**src/rtl/udp_tx_framer_if.sv**
```systemverilog
// Payload-buffer and MAC-side stream signals of the UDP TX framer.
//
// Handshakes:
//  - Payload side: pl_valid high means a complete payload sits in a show-ahead
//    buffer; pl_data always shows the current word and pl_rd=1 in a cycle
//    consumes it at that clock edge. pl_done pulses once per payload, whether
//    it was sent or rejected.
//  - Stream side: en_udp requests the channel; tx_rdy (only non-zero while
//    granted) is sampled during the request. Once started, tx_wren stays high
//    from sop to eop with no gaps; there is no back-pressure mid-frame.
interface udp_tx_framer_if;
    logic        pl_valid;
    logic [15:0] pl_len;
    logic [31:0] pl_data;
    logic        pl_rd;
    logic        pl_done;
    logic        en_udp;
    logic        tx_rdy;
    logic        tx_wren;
    logic        tx_sop;
    logic        tx_eop;
    logic [1:0]  tx_mod;
    logic [31:0] tx_data;

    // Framer side.
    modport master (
        input  pl_valid, pl_len, pl_data, tx_rdy,
        output pl_rd, pl_done, en_udp, tx_wren, tx_sop, tx_eop, tx_mod, tx_data
    );

    // Payload buffer / arbiter side.
    modport slave (
        output pl_valid, pl_len, pl_data, tx_rdy,
        input  pl_rd, pl_done, en_udp, tx_wren, tx_sop, tx_eop, tx_mod, tx_data
    );
endinterface

```
**src/rtl/udp_tx_framer.sv**
```systemverilog
// udp_tx_framer: wraps one payload from a show-ahead buffer in an
// Ethernet/IPv4/UDP frame and streams it as 32-bit sop/eop/mod/wren words
// (leading 2-byte pad, stripped by the MAC in shift16 mode).
// Optional build macro: UDP_IPID_INC_EN -- when defined the IPv4 ID counts
// transmitted frames; otherwise the ID is constant zero.
module udp_tx_framer #(
    parameter logic [47:0] SRC_MAC  = 48'h0200_0000_0001,
    parameter logic [47:0] DST_MAC  = 48'hFFFF_FFFF_FFFF,
    parameter logic [31:0] SRC_IP   = 32'hC0A8_0001,
    parameter logic [31:0] DST_IP   = 32'hC0A8_0002,
    parameter logic [15:0] SRC_PORT = 16'd5000,
    parameter logic [15:0] DST_PORT = 16'd5001,
    parameter int          MAX_LEN  = 1472,
    parameter int          GAP      = 4
) (
    input  logic             clk,
    input  logic             rst,
    udp_tx_framer_if.master  bus,
    output logic [2:0]       dbg_state_o
);

    typedef enum logic [2:0] {
        S_IDLE  = 3'd0,
        S_CHECK = 3'd1,
        S_REQ   = 3'd2,
        S_HDR   = 3'd3,
        S_PAY   = 3'd4,
        S_GAPW  = 3'd5
    } state_t;

    localparam logic [15:0] MAX_LEN_W = 16'(MAX_LEN);
    localparam logic [7:0]  GAP_LAST  = 8'(GAP - 1);

    state_t      state_q;
    logic [15:0] len_q;
    logic [15:0] csum_q;
    logic [15:0] words_left_q;
    logic [3:0]  hdr_idx_q;
    logic [7:0]  gap_cnt_q;

    logic        pl_rd_q;
    logic        pl_done_q;
    logic        en_udp_q;
    logic        tx_wren_q;
    logic        tx_sop_q;
    logic        tx_eop_q;
    logic [1:0]  tx_mod_q;
    logic [31:0] tx_data_q;

    logic [15:0] ip_id;
`ifdef UDP_IPID_INC_EN
    logic [15:0] ip_id_q;
    assign ip_id = ip_id_q;
`else
    assign ip_id = 16'h0000;
`endif

    logic [15:0] tot_len;
    logic [15:0] udp_len;
    logic        len_bad;
    logic [15:0] pay_words;
    logic [19:0] csum_acc;
    logic [16:0] csum_f1;
    logic [15:0] csum_calc;
    logic [31:0] hdr_word;
    logic [31:0] last_mask;
    logic [1:0]  last_mod;

    assign tot_len   = len_q + 16'd28;
    assign udp_len   = len_q + 16'd8;
    assign len_bad   = (len_q == 16'd0) || (len_q > MAX_LEN_W);
    assign pay_words = 16'((17'(len_q) + 17'd3) >> 2);
    assign last_mod  = 2'd0 - len_q[1:0];

    // IPv4 header checksum: ones-complement sum of the ten header halfwords
    // (checksum field taken as zero), folded twice, then inverted.
    always_comb begin
        csum_acc = 20'h04500 + 20'(tot_len) + 20'(ip_id) + 20'h04000 + 20'h04011
                 + 20'(SRC_IP[31:16]) + 20'(SRC_IP[15:0])
                 + 20'(DST_IP[31:16]) + 20'(DST_IP[15:0]);
        csum_f1   = 17'(csum_acc[15:0]) + 17'(csum_acc[19:16]);
        csum_calc = ~(csum_f1[15:0] + 16'(csum_f1[16]));
    end

    // Header word selected by the running header index (W0..W10).
    always_comb begin
        hdr_word = 32'h0;
        case (hdr_idx_q)
            4'd0:    hdr_word = {16'h0000, DST_MAC[47:32]};
            4'd1:    hdr_word = DST_MAC[31:0];
            4'd2:    hdr_word = SRC_MAC[47:16];
            4'd3:    hdr_word = {SRC_MAC[15:0], 16'h0800};
            4'd4:    hdr_word = {16'h4500, tot_len};
            4'd5:    hdr_word = {ip_id, 16'h4000};
            4'd6:    hdr_word = {8'd64, 8'd17, csum_q};
            4'd7:    hdr_word = SRC_IP;
            4'd8:    hdr_word = DST_IP;
            4'd9:    hdr_word = {SRC_PORT, DST_PORT};
            4'd10:   hdr_word = {udp_len, 16'h0000};
            default: hdr_word = 32'h0;
        endcase
    end

    // Bytes of the final payload word that carry data; the rest are zeroed.
    always_comb begin
        last_mask = 32'hFFFF_FFFF;
        case (len_q[1:0])
            2'd1:    last_mask = 32'hFF00_0000;
            2'd2:    last_mask = 32'hFFFF_0000;
            2'd3:    last_mask = 32'hFFFF_FF00;
            default: last_mask = 32'hFFFF_FFFF;
        endcase
    end

    // Frame sequencer; every port output is a register set one cycle after
    // the state decision.
    always_ff @(posedge clk or posedge rst) begin
        if (rst) begin
            state_q      <= S_IDLE;
            len_q        <= 16'h0;
            csum_q       <= 16'h0;
            words_left_q <= 16'h0;
            hdr_idx_q    <= 4'h0;
            gap_cnt_q    <= 8'h0;
            pl_rd_q      <= 1'b0;
            pl_done_q    <= 1'b0;
            en_udp_q     <= 1'b0;
            tx_wren_q    <= 1'b0;
            tx_sop_q     <= 1'b0;
            tx_eop_q     <= 1'b0;
            tx_mod_q     <= 2'd0;
            tx_data_q    <= 32'h0;
`ifdef UDP_IPID_INC_EN
            ip_id_q      <= 16'h0;
`endif
        end else begin
            pl_done_q <= 1'b0;
            tx_sop_q  <= 1'b0;
            tx_eop_q  <= 1'b0;
            tx_mod_q  <= 2'd0;
            case (state_q)
                S_IDLE: begin
                    pl_rd_q   <= 1'b0;
                    en_udp_q  <= 1'b0;
                    tx_wren_q <= 1'b0;
                    tx_data_q <= 32'h0;
                    if (bus.pl_valid) begin
                        len_q   <= bus.pl_len;
                        state_q <= S_CHECK;
                    end
                end
                S_CHECK: begin
                    if (len_bad) begin
                        pl_done_q <= 1'b1;
                        gap_cnt_q <= 8'h0;
                        state_q   <= S_GAPW;
                    end else begin
                        csum_q       <= csum_calc;
                        words_left_q <= pay_words;
                        hdr_idx_q    <= 4'd0;
                        en_udp_q     <= 1'b1;
                        state_q      <= S_REQ;
                    end
                end
                S_REQ: begin
                    if (bus.tx_rdy) begin
                        en_udp_q  <= 1'b0;
                        tx_wren_q <= 1'b1;
                        tx_sop_q  <= 1'b1;
                        tx_data_q <= hdr_word;
                        hdr_idx_q <= hdr_idx_q + 4'd1;
                        state_q   <= S_HDR;
                    end
                end
                S_HDR: begin
                    tx_wren_q <= 1'b1;
                    tx_data_q <= hdr_word;
                    hdr_idx_q <= hdr_idx_q + 4'd1;
                    if (hdr_idx_q == 4'd10) begin
                        // Raise pl_rd now so it is high during each PAY cycle.
                        pl_rd_q <= 1'b1;
                        state_q <= S_PAY;
                    end
                end
                S_PAY: begin
                    tx_wren_q    <= 1'b1;
                    words_left_q <= words_left_q - 16'd1;
                    if (words_left_q == 16'd1) begin
                        tx_data_q <= bus.pl_data & last_mask;
                        tx_eop_q  <= 1'b1;
                        tx_mod_q  <= last_mod;
                        pl_rd_q   <= 1'b0;
                        pl_done_q <= 1'b1;
                        gap_cnt_q <= 8'h0;
                        state_q   <= S_GAPW;
`ifdef UDP_IPID_INC_EN
                        ip_id_q   <= ip_id_q + 16'd1;
`endif
                    end else begin
                        tx_data_q <= bus.pl_data;
                    end
                end
                S_GAPW: begin
                    pl_rd_q   <= 1'b0;
                    en_udp_q  <= 1'b0;
                    tx_wren_q <= 1'b0;
                    tx_data_q <= 32'h0;
                    if (gap_cnt_q == GAP_LAST) begin
                        state_q <= S_IDLE;
                    end else begin
                        gap_cnt_q <= gap_cnt_q + 8'd1;
                    end
                end
                default: state_q <= S_IDLE;
            endcase
        end
    end

    assign bus.pl_rd   = pl_rd_q;
    assign bus.pl_done = pl_done_q;
    assign bus.en_udp  = en_udp_q;
    assign bus.tx_wren = tx_wren_q;
    assign bus.tx_sop  = tx_sop_q;
    assign bus.tx_eop  = tx_eop_q;
    assign bus.tx_mod  = tx_mod_q;
    assign bus.tx_data = tx_data_q;
    assign dbg_state_o = state_q;

endmodule

```
**src/flat_wrapper.sv**
```systemverilog
// flat-port wrapper written by rule: the top's interface ports become plain ports
module udp_tx_framer_flat 
#(
    parameter logic [47:0] SRC_MAC  = 48'h0200_0000_0001,
    parameter logic [47:0] DST_MAC  = 48'hFFFF_FFFF_FFFF,
    parameter logic [31:0] SRC_IP   = 32'hC0A8_0001,
    parameter logic [31:0] DST_IP   = 32'hC0A8_0002,
    parameter logic [15:0] SRC_PORT = 16'd5000,
    parameter logic [15:0] DST_PORT = 16'd5001,
    parameter int          MAX_LEN  = 1472,
    parameter int          GAP      = 4
)
  (clk, rst, dbg_state_o, bus_pl_valid, bus_pl_len, bus_pl_data, bus_tx_rdy, bus_pl_rd, bus_pl_done, bus_en_udp, bus_tx_wren, bus_tx_sop, bus_tx_eop, bus_tx_mod, bus_tx_data);
  udp_tx_framer_if bus_i ();
  input  logic clk;
  input  logic rst;
  output logic [2:0] dbg_state_o;
  input wire logic [$bits(bus_i.pl_valid)-1:0] bus_pl_valid;
  input wire logic [$bits(bus_i.pl_len)-1:0] bus_pl_len;
  input wire logic [$bits(bus_i.pl_data)-1:0] bus_pl_data;
  input wire logic [$bits(bus_i.tx_rdy)-1:0] bus_tx_rdy;
  output wire logic [$bits(bus_i.pl_rd)-1:0] bus_pl_rd;
  output wire logic [$bits(bus_i.pl_done)-1:0] bus_pl_done;
  output wire logic [$bits(bus_i.en_udp)-1:0] bus_en_udp;
  output wire logic [$bits(bus_i.tx_wren)-1:0] bus_tx_wren;
  output wire logic [$bits(bus_i.tx_sop)-1:0] bus_tx_sop;
  output wire logic [$bits(bus_i.tx_eop)-1:0] bus_tx_eop;
  output wire logic [$bits(bus_i.tx_mod)-1:0] bus_tx_mod;
  output wire logic [$bits(bus_i.tx_data)-1:0] bus_tx_data;
  assign bus_i.pl_valid = bus_pl_valid;
  assign bus_i.pl_len = bus_pl_len;
  assign bus_i.pl_data = bus_pl_data;
  assign bus_i.tx_rdy = bus_tx_rdy;
  assign bus_pl_rd = bus_i.pl_rd;
  assign bus_pl_done = bus_i.pl_done;
  assign bus_en_udp = bus_i.en_udp;
  assign bus_tx_wren = bus_i.tx_wren;
  assign bus_tx_sop = bus_i.tx_sop;
  assign bus_tx_eop = bus_i.tx_eop;
  assign bus_tx_mod = bus_i.tx_mod;
  assign bus_tx_data = bus_i.tx_data;
  udp_tx_framer #(.SRC_MAC(SRC_MAC), .DST_MAC(DST_MAC), .SRC_IP(SRC_IP), .DST_IP(DST_IP), .SRC_PORT(SRC_PORT), .DST_PORT(DST_PORT), .MAX_LEN(MAX_LEN), .GAP(GAP)) u_core (.clk(clk), .rst(rst), .bus(bus_i), .dbg_state_o(dbg_state_o));
endmodule
```
**config.mk**
```make
export PLATFORM = sky130hd
export DESIGN_NAME = udp_tx_framer_flat
export DESIGN_NICKNAME = d
export VERILOG_FILES = /design/src/rtl/udp_tx_framer_if.sv /design/src/rtl/udp_tx_framer.sv /design/src/flat_wrapper.sv
export SDC_FILE = /design/constraint.sdc
export NUM_CORES = 1
export LEC_CHECK = 0
export ABC_AREA = 1
export ABC_CLOCK_PERIOD_IN_PS = 5120
export CAP_MARGIN = 20
export CORE_MARGIN = 2
export CORE_UTILIZATION = 40
export DETAILED_ROUTE_END_ITERATION = 6
export PLACE_DENSITY = 0.7
export RECOVER_POWER = 100
export SLEW_MARGIN = 15
export SYNTH_ARGS = -nofsm -noshare
export SYNTH_HDL_FRONTEND = slang
export SYNTH_SLANG_ARGS = --single-unit
```
**constraint.sdc**
```tcl
create_clock -name clk -period 5.12 [get_ports clk]
set_input_delay 1.28 -clock clk [delete_from_list [all_inputs] [get_ports clk]]
set_output_delay 1.28 -clock clk [all_outputs]
set_load 0.005 [all_outputs]
```
==> results.sh, run 1 <==
export IMPL_wl_met3_um=1690
export IMPL_holdWs_ps=471
export IMPL_status="finished, violations left"
export IMPL_antenna_found_initial=0
export IMPL_clock_sinks=103
export IMPL_hp_start="u_core.csum_q[15]"
export IMPL_m1WireLength_um=10700
export IMPL_wl_um=23300
export IMPL_grt_pass1_wl_um=36000
export IMPL_syn_to_final_growth_pct=37.4
export IMPL_ioPinCount=95
export IMPL_dp_slack_ps=-231
export IMPL_cap_violations=1
export IMPL_r2r_slack_ps=-320
export IMPL_coreArea_sq_mm=0.0174
export IMPL_num_antenna_cells=0
export IMPL_drv_slew=59
export IMPL_rsz0062_at_grt="true"
export IMPL_fin_ws_ps=-323
export IMPL_row_count=48
export IMPL_max_stage_delay_ps=390
export IMPL_cts_tree="built"
export IMPL_p_per_area_mw_per_mm2=728
export IMPL_synth_top_area_frac=0.360
export IMPL_wl_met2_um=10400
export IMPL_layout_nets=1309
export IMPL_routabilityCongestion=0.948
export IMPL_clock_skew_ps=12.5
export IMPL_wl_per_cell_um=16.0
export IMPL_path_class="reg -> reg"
export IMPL_critPathMaxFanout=5
export IMPL_via_per_inst=5.31
export IMPL_fin_crit_ps=5440
export IMPL_grt_usage=0.243
export IMPL_setup_viol_count_final=7
export IMPL_vias=7758
export IMPL_max_vdd_ir_drop_v=0.000305
export IMPL_portBuffers=94
export IMPL_cts_buffers=9
export IMPL_grt_max_degree=59
export IMPL_synth_ff_type="dfrtp_1"
export IMPL_p_leak_uw=0.00459
export IMPL_fmax_mhz=184
export IMPL_yosysMostFrequentCell="nand2_1"
export IMPL_yosysSeqAreaShare=0.360
export IMPL_synth_avg_cell_area_sq_um=6.97
export IMPL_drt_iter0_drc=908
export IMPL_cp_num_buf_inv=4
export IMPL_cp_start_kind="register"
export IMPL_top_layer="met4"
export IMPL_violations="capacitance limit, slew limit, setup timing"
export IMPL_clkSlewWorstSetupHoldPaths_ps=70
export IMPL_crit_start="u_core.len_q[3]"
export IMPL_holdCritPathClass="reg -> reg"
export IMPL_worst_ep_arrival_time_ps=5680
export IMPL_hpwl_um=16700
export IMPL_period_share=1.06
export IMPL_ys_async_sr_fraction=1.00
export IMPL_max_clock_path_buffers=2
export IMPL_maxSlewHeadroom=-0.707
export IMPL_ys_types=44
export IMPL_netlist_area_sq_mm=0.00717
export IMPL_ys_seq_elements=103
export IMPL_crit_family="simple AND/OR/NAND/NOR gates"
export IMPL_die_area_sq_mm=0.0190
export IMPL_drive_gt1_frac=0.206
export IMPL_endpoint_kind="register"
export IMPL_cp_slowest_cell="dfrtp_1"
export IMPL_final_hold_viol_count=0
export IMPL_yosys_top_cells_count="nand2_1 (228), nor2_1 (137), inv_1 (113)"
export IMPL_die_height_um=138
export IMPL_start_util=0.411
export IMPL_hold_buffers=0
export IMPL_die_w_um=138
export IMPL_cts_max_level=3
export IMPL_synth_cells=1028
export IMPL_required_ps=5350
export IMPL_clock_latency_ps=360
export IMPL_cts_root_buffer_cell="clkbuf_16"
export IMPL_crit_top_cell="nand2_2"
export IMPL_drc=0
export IMPL_ant_nets=0
export IMPL_r2r_start="u_core.len_q[3]"
export IMPL_yosys_area_top_type="dfrtp_1"
export IMPL_grt_overflow_total=0
export IMPL_synth_edf_count=0
export IMPL_grt_pass1_vias=7153
export IMPL_worst_pin_slew_ps=2550
export IMPL_synth_warnings=0
export IMPL_firstDrtPassIters=6
export IMPL_synthTopCellsByArea="dfrtp_1 (36%), nand2_1 (12%), nor2_1 (7.2%)"
[routing by layer]
layer | up-vias | GRT usage
met5 | - | 0
met2 | 298 | 0.378
met4 | 0 | 0.0726
met1 | 3655 | 0.352
met3 | 43 | 0.0336
li1 | 3762 | -
[cells in the final DEF (no fill, tap or decap), types with 15 or more instances in the layout]
master / netlist / routed
a21oi_1: 64 / 60
inv_2: 15 / 17
inv_1: 113 / 106
nand3_1: 72 / 69
ha_1: 24 / 16
o211ai_1: 17 / 17
a31oi_1: 15 / 15
nor2_1: 137 / 131
buf_4: 2 / 115
clkdlybuf4s50_1: 0 / 89
nand2_2: 22 / 30
nand2_1: 228 / 210
xor2_1: 18 / 18
dfrtp_1: 103 / 100
o21ai_0: 76 / 70
[logic make-up (layout without fill, tap and decap cells)]
kind of cell / after synthesis / after routing / synth area share
xor+xnor: 27 / 27 / 0.0377
flops: 103 / 103 / 0.360
buf+inv: 156 / 362 / 0.0836
simple gates: 512 / 512 / 0.312
other cells: 2 / 3 / 0.00105
compound gates: 203 / 203 / 0.162
fa+ha+maj: 25 / 25 / 0.0447
[flip-flops by register name (all words and copies together), names as in the netlist, 2 cells and up]
signal,count
u_core.hdr_idx_q,4
u_core.bus.tx_data,32
u_core.words_left_q,16
u_core.bus.tx_mod,2
u_core.gap_cnt_q,8
u_core.dbg_state_o,3
u_core.csum_q,16
u_core.len_q,16
[what timing repair did]
action | CTS | global route
setup endpoints to repair | 6 | 11
pin swaps | 12 | 28
buffers inserted | 45 | 17
gates resized for setup | 10 | 71
[where the power goes]
| group | internal, uW | switching [uW] |
|---|---|---|
| combinational | 2010 | 3080 |
| sequential | 1140 | 237 |
| clock | 389 | 306 |
[metrics by stage]
| step | utilization | instances | setup TNS [ps] | cell area [sq um] | power [uW] |
|---|---|---|---|---|---|
| after floorplan | - | 1029 | 0 | 7200 | 4130 |
| after global placement | 0.506 | 1387 | -119 | 8810 | 5710 |
| after detailed placement | 0.507 | 1388 | -859 | 8840 | 5810 |
| after CTS | 0.545 | 1447 | -9.53 | 9500 | 6700 |
| after global routing | 0.565 | 1460 | -4050 | 9850 | 7740 |
| final | 0.565 | 1460 | -1780 | 9850 | 7160 |
[cell type report]
| class | count | area (sq um) |
|---|---|---|
| multi-input cells | 770 | 4300 |
| clock inverters | 3 | 43.8 |
| well taps | 225 | 282 |
| clock buffers | 11 | 243 |
| repair buffers | 219 | 1900 |
| inverters | 129 | 495 |
| fillers | 1598 | 7570 |
| flip-flops and latches | 103 | 2580 |
[worst reg2reg max path: cells and delay by family, from the launching register on]
family	cells	cell delay (ps)
DFF	1	390
adders and majority gates	5	1070
buffers and inverters	4	230
AOI/OAI and AO/OA	2	110
and+or+nand+nor	33	3360
xor gates and xnor gates	1	170
[path summary, 6_finish.rpt]
path | cells past startpoint | to
max in group asynchronous | 3 | u_core.bus.tx_data[30]
worst max register to register | 45 | u_core.csum_q[12]
worst max-delay path | 45 | u_core.csum_q[12]
min in group asynchronous | 2 | u_core.gap_cnt_q[6]
worst min-delay path | 1 | u_core.csum_q[15]
worst min register to register | 1 | u_core.csum_q[15]
(Power assumes the default switching activity.)
==> run 2, diff against run 1 <==
Settings changed: DONT_BUFFER_PORTS from default to 1, PLACE_DENSITY 0.7 to 0.63.
==> results.sh, run 2 (synthesis gave the netlist of run 1 again) <==
export IMPL_critPathMaxFanout=4
export IMPL_stdcell_count=1396
export IMPL_layout_nets=1243
export IMPL_fmax_mhz=180
export IMPL_portBuffers=0
export IMPL_maxSlewHeadroom=-0.845
export IMPL_p_sw_uw=3720
export IMPL_clock_sinks=103
export IMPL_grt_pass1_wl_um=36100
export IMPL_grt_overflow_total=0
export IMPL_grt_usage=0.245
export IMPL_grt_max_degree=75
export IMPL_cp_num_buf_inv=3
export IMPL_holdCritPathClass="reg -> reg"
export IMPL_cp_slowest_cell="dfrtp_1"
export IMPL_cap_violations=2
export IMPL_drc=0
export IMPL_final_hold_viol_count=0
export IMPL_ant_nets=0
export IMPL_hold_buffers=0
export IMPL_hpwl_um=16700
export IMPL_coreArea_sq_mm=0.0174
export IMPL_max_vdd_ir_drop_v=0.000519
export IMPL_placed_area_sq_mm=0.00789
export IMPL_switching_share=0.518
export IMPL_cp_start_kind="register"
export IMPL_via_per_inst=5.40
export IMPL_setup_viol_count_final=8
export IMPL_seqPwrFrac=0.198
export IMPL_largest_reg_flops=32
export IMPL_clock_skew_ps=12.1
export IMPL_fin_crit_ps=5560
export IMPL_final_common_cell="nand2_1"
export IMPL_vias=7545
export IMPL_start_util=0.411
export IMPL_layout_common_cells="nand2_1 (211), buf_4 (138), nor2_1 (131)"
export IMPL_p_leak_uw=0.00440
export IMPL_ioPinCount=95
export IMPL_worst_ep_arrival_time_ps=5810
export IMPL_period_share=1.09
export IMPL_holdWs_ps=481
export IMPL_path_class="reg -> reg"
export IMPL_wl_per_cell_um=17.2
export IMPL_required_ps=5360
export IMPL_max_stage_delay_ps=390
export IMPL_drive_gt1_frac=0.248
export IMPL_placed_cells=1296
export IMPL_die_area_sq_mm=0.0190
export IMPL_cts_buffers=9
export IMPL_die_w_um=138
export IMPL_cts_tree="built"
export IMPL_drv_slew=106
export IMPL_final_cell_area_sq_mm=0.00920
export IMPL_antenna_found_initial=0
export IMPL_num_antenna_cells=0
export IMPL_p_int_uw=3460
export IMPL_cts_root_buffer_cell="clkbuf_16"
export IMPL_wl_um=24100
export IMPL_rsz0062_at_grt="true"
export IMPL_routabilityCongestion=0.951
export IMPL_p_per_area_mw_per_mm2=780
export IMPL_die_height_um=138
export IMPL_violations="capacitance limit, slew limit, setup timing"
export IMPL_syn_to_final_growth_pct=28.4
export IMPL_p_clk_frac=0.101
export IMPL_firstDrtPassIters=6
export IMPL_power_frac_comb=0.701
export IMPL_worst_pin_slew_ps=2760
export IMPL_clkSlewWorstSetupHoldPaths_ps=80
export IMPL_cts_max_level=3
export IMPL_clock_latency_ps=360
export IMPL_drt_iter0_drc=761
export IMPL_row_count=48
export IMPL_crit_family="simple AND/OR/NAND/NOR gates"
export IMPL_fin_ws_ps=-442
export IMPL_endpoint_kind="register"
export IMPL_max_clock_path_buffers=2
export IMPL_grt_pass1_vias=7017
export IMPL_status="finished, violations left"
-- run 2: cell count changes in the layout (fill, tap and decap cells not counted), moves of 3 or more --
cell and change:
buf_6 +6, dlygate4sd3_1 -5, clkbuf_1 -3, clkdlybuf4s50_1 -89, buf_4 +23
-- run 2: timing repair --
item | in CTS | in global routing
gates resized for setup | 9 | 86
pin swaps | 13 | 48
setup endpoints to repair | 6 | 12
buffers inserted | 70 | 25
-- run 2: path summary, 6_finish.rpt --
path,slack [ps],endpoint,cells after the start,from
setup / recovery,-440,u_core.csum_q[12],41,u_core.len_q[3]
hold / removal,480,u_core.csum_q[13],1,u_core.csum_q[13]
setup reg to reg,-440,u_core.csum_q[12],41,u_core.len_q[3]
hold reg to reg,480,u_core.csum_q[13],1,u_core.csum_q[13]
max in group asynchronous,1360,u_core.bus.tx_data[6],2,rst
min in group asynchronous,1800,u_core.gap_cnt_q[7],1,rst
-- run 2: per-layer routing --
layer | global-route usage | wire length [um] | vias up
met3 | 0.0577 | 2200 | 40
li1 | - | - | 3634
met4 | 0.0748 | 508 | 0
met1 | 0.337 | 10500 | 3554
met5 | 0 | 0 | -
met2 | 0.383 | 10900 | 317
-- run 2: area by class of cell --
cell class	count	area (sq um)
Multi-Input combinational cell	770	4340
Clock buffer	10	239
Sequential cell	103	2580
Inverter	129	497
Timing Repair Buffer	153	1200
Fill cell	1647	8220
Clock inverter	6	68.8
Tap cell	225	282
-- run 2: through the flow --
step | setup slack [ps] | TNS (ps) | util | power (uW)
5_1_grt | -691 | -4870 | 0.528 | 7720
4_1_cts | -90.6 | -352 | 0.503 | 6470
3_3_place_gp | -2.53 | -2.53 | 0.453 | 5450
3_5_place_dp | -165 | -571 | 0.453 | 5490
2_1_floorplan | 50.0 | 0 | - | 4130
6_report | -442 | -2650 | 0.528 | 7170
-- run 2: power groups by stage --
stage	Clock, uW	Sequential, uW	Combinational (uW)
2_1_floorplan	0	1350	2780
4_1_cts	737	1410	4330
5_1_grt	772	1460	5480
3_5_place_dp	0	1420	4070
3_3_place_gp	0	1420	4030
6_report	727	1420	5030
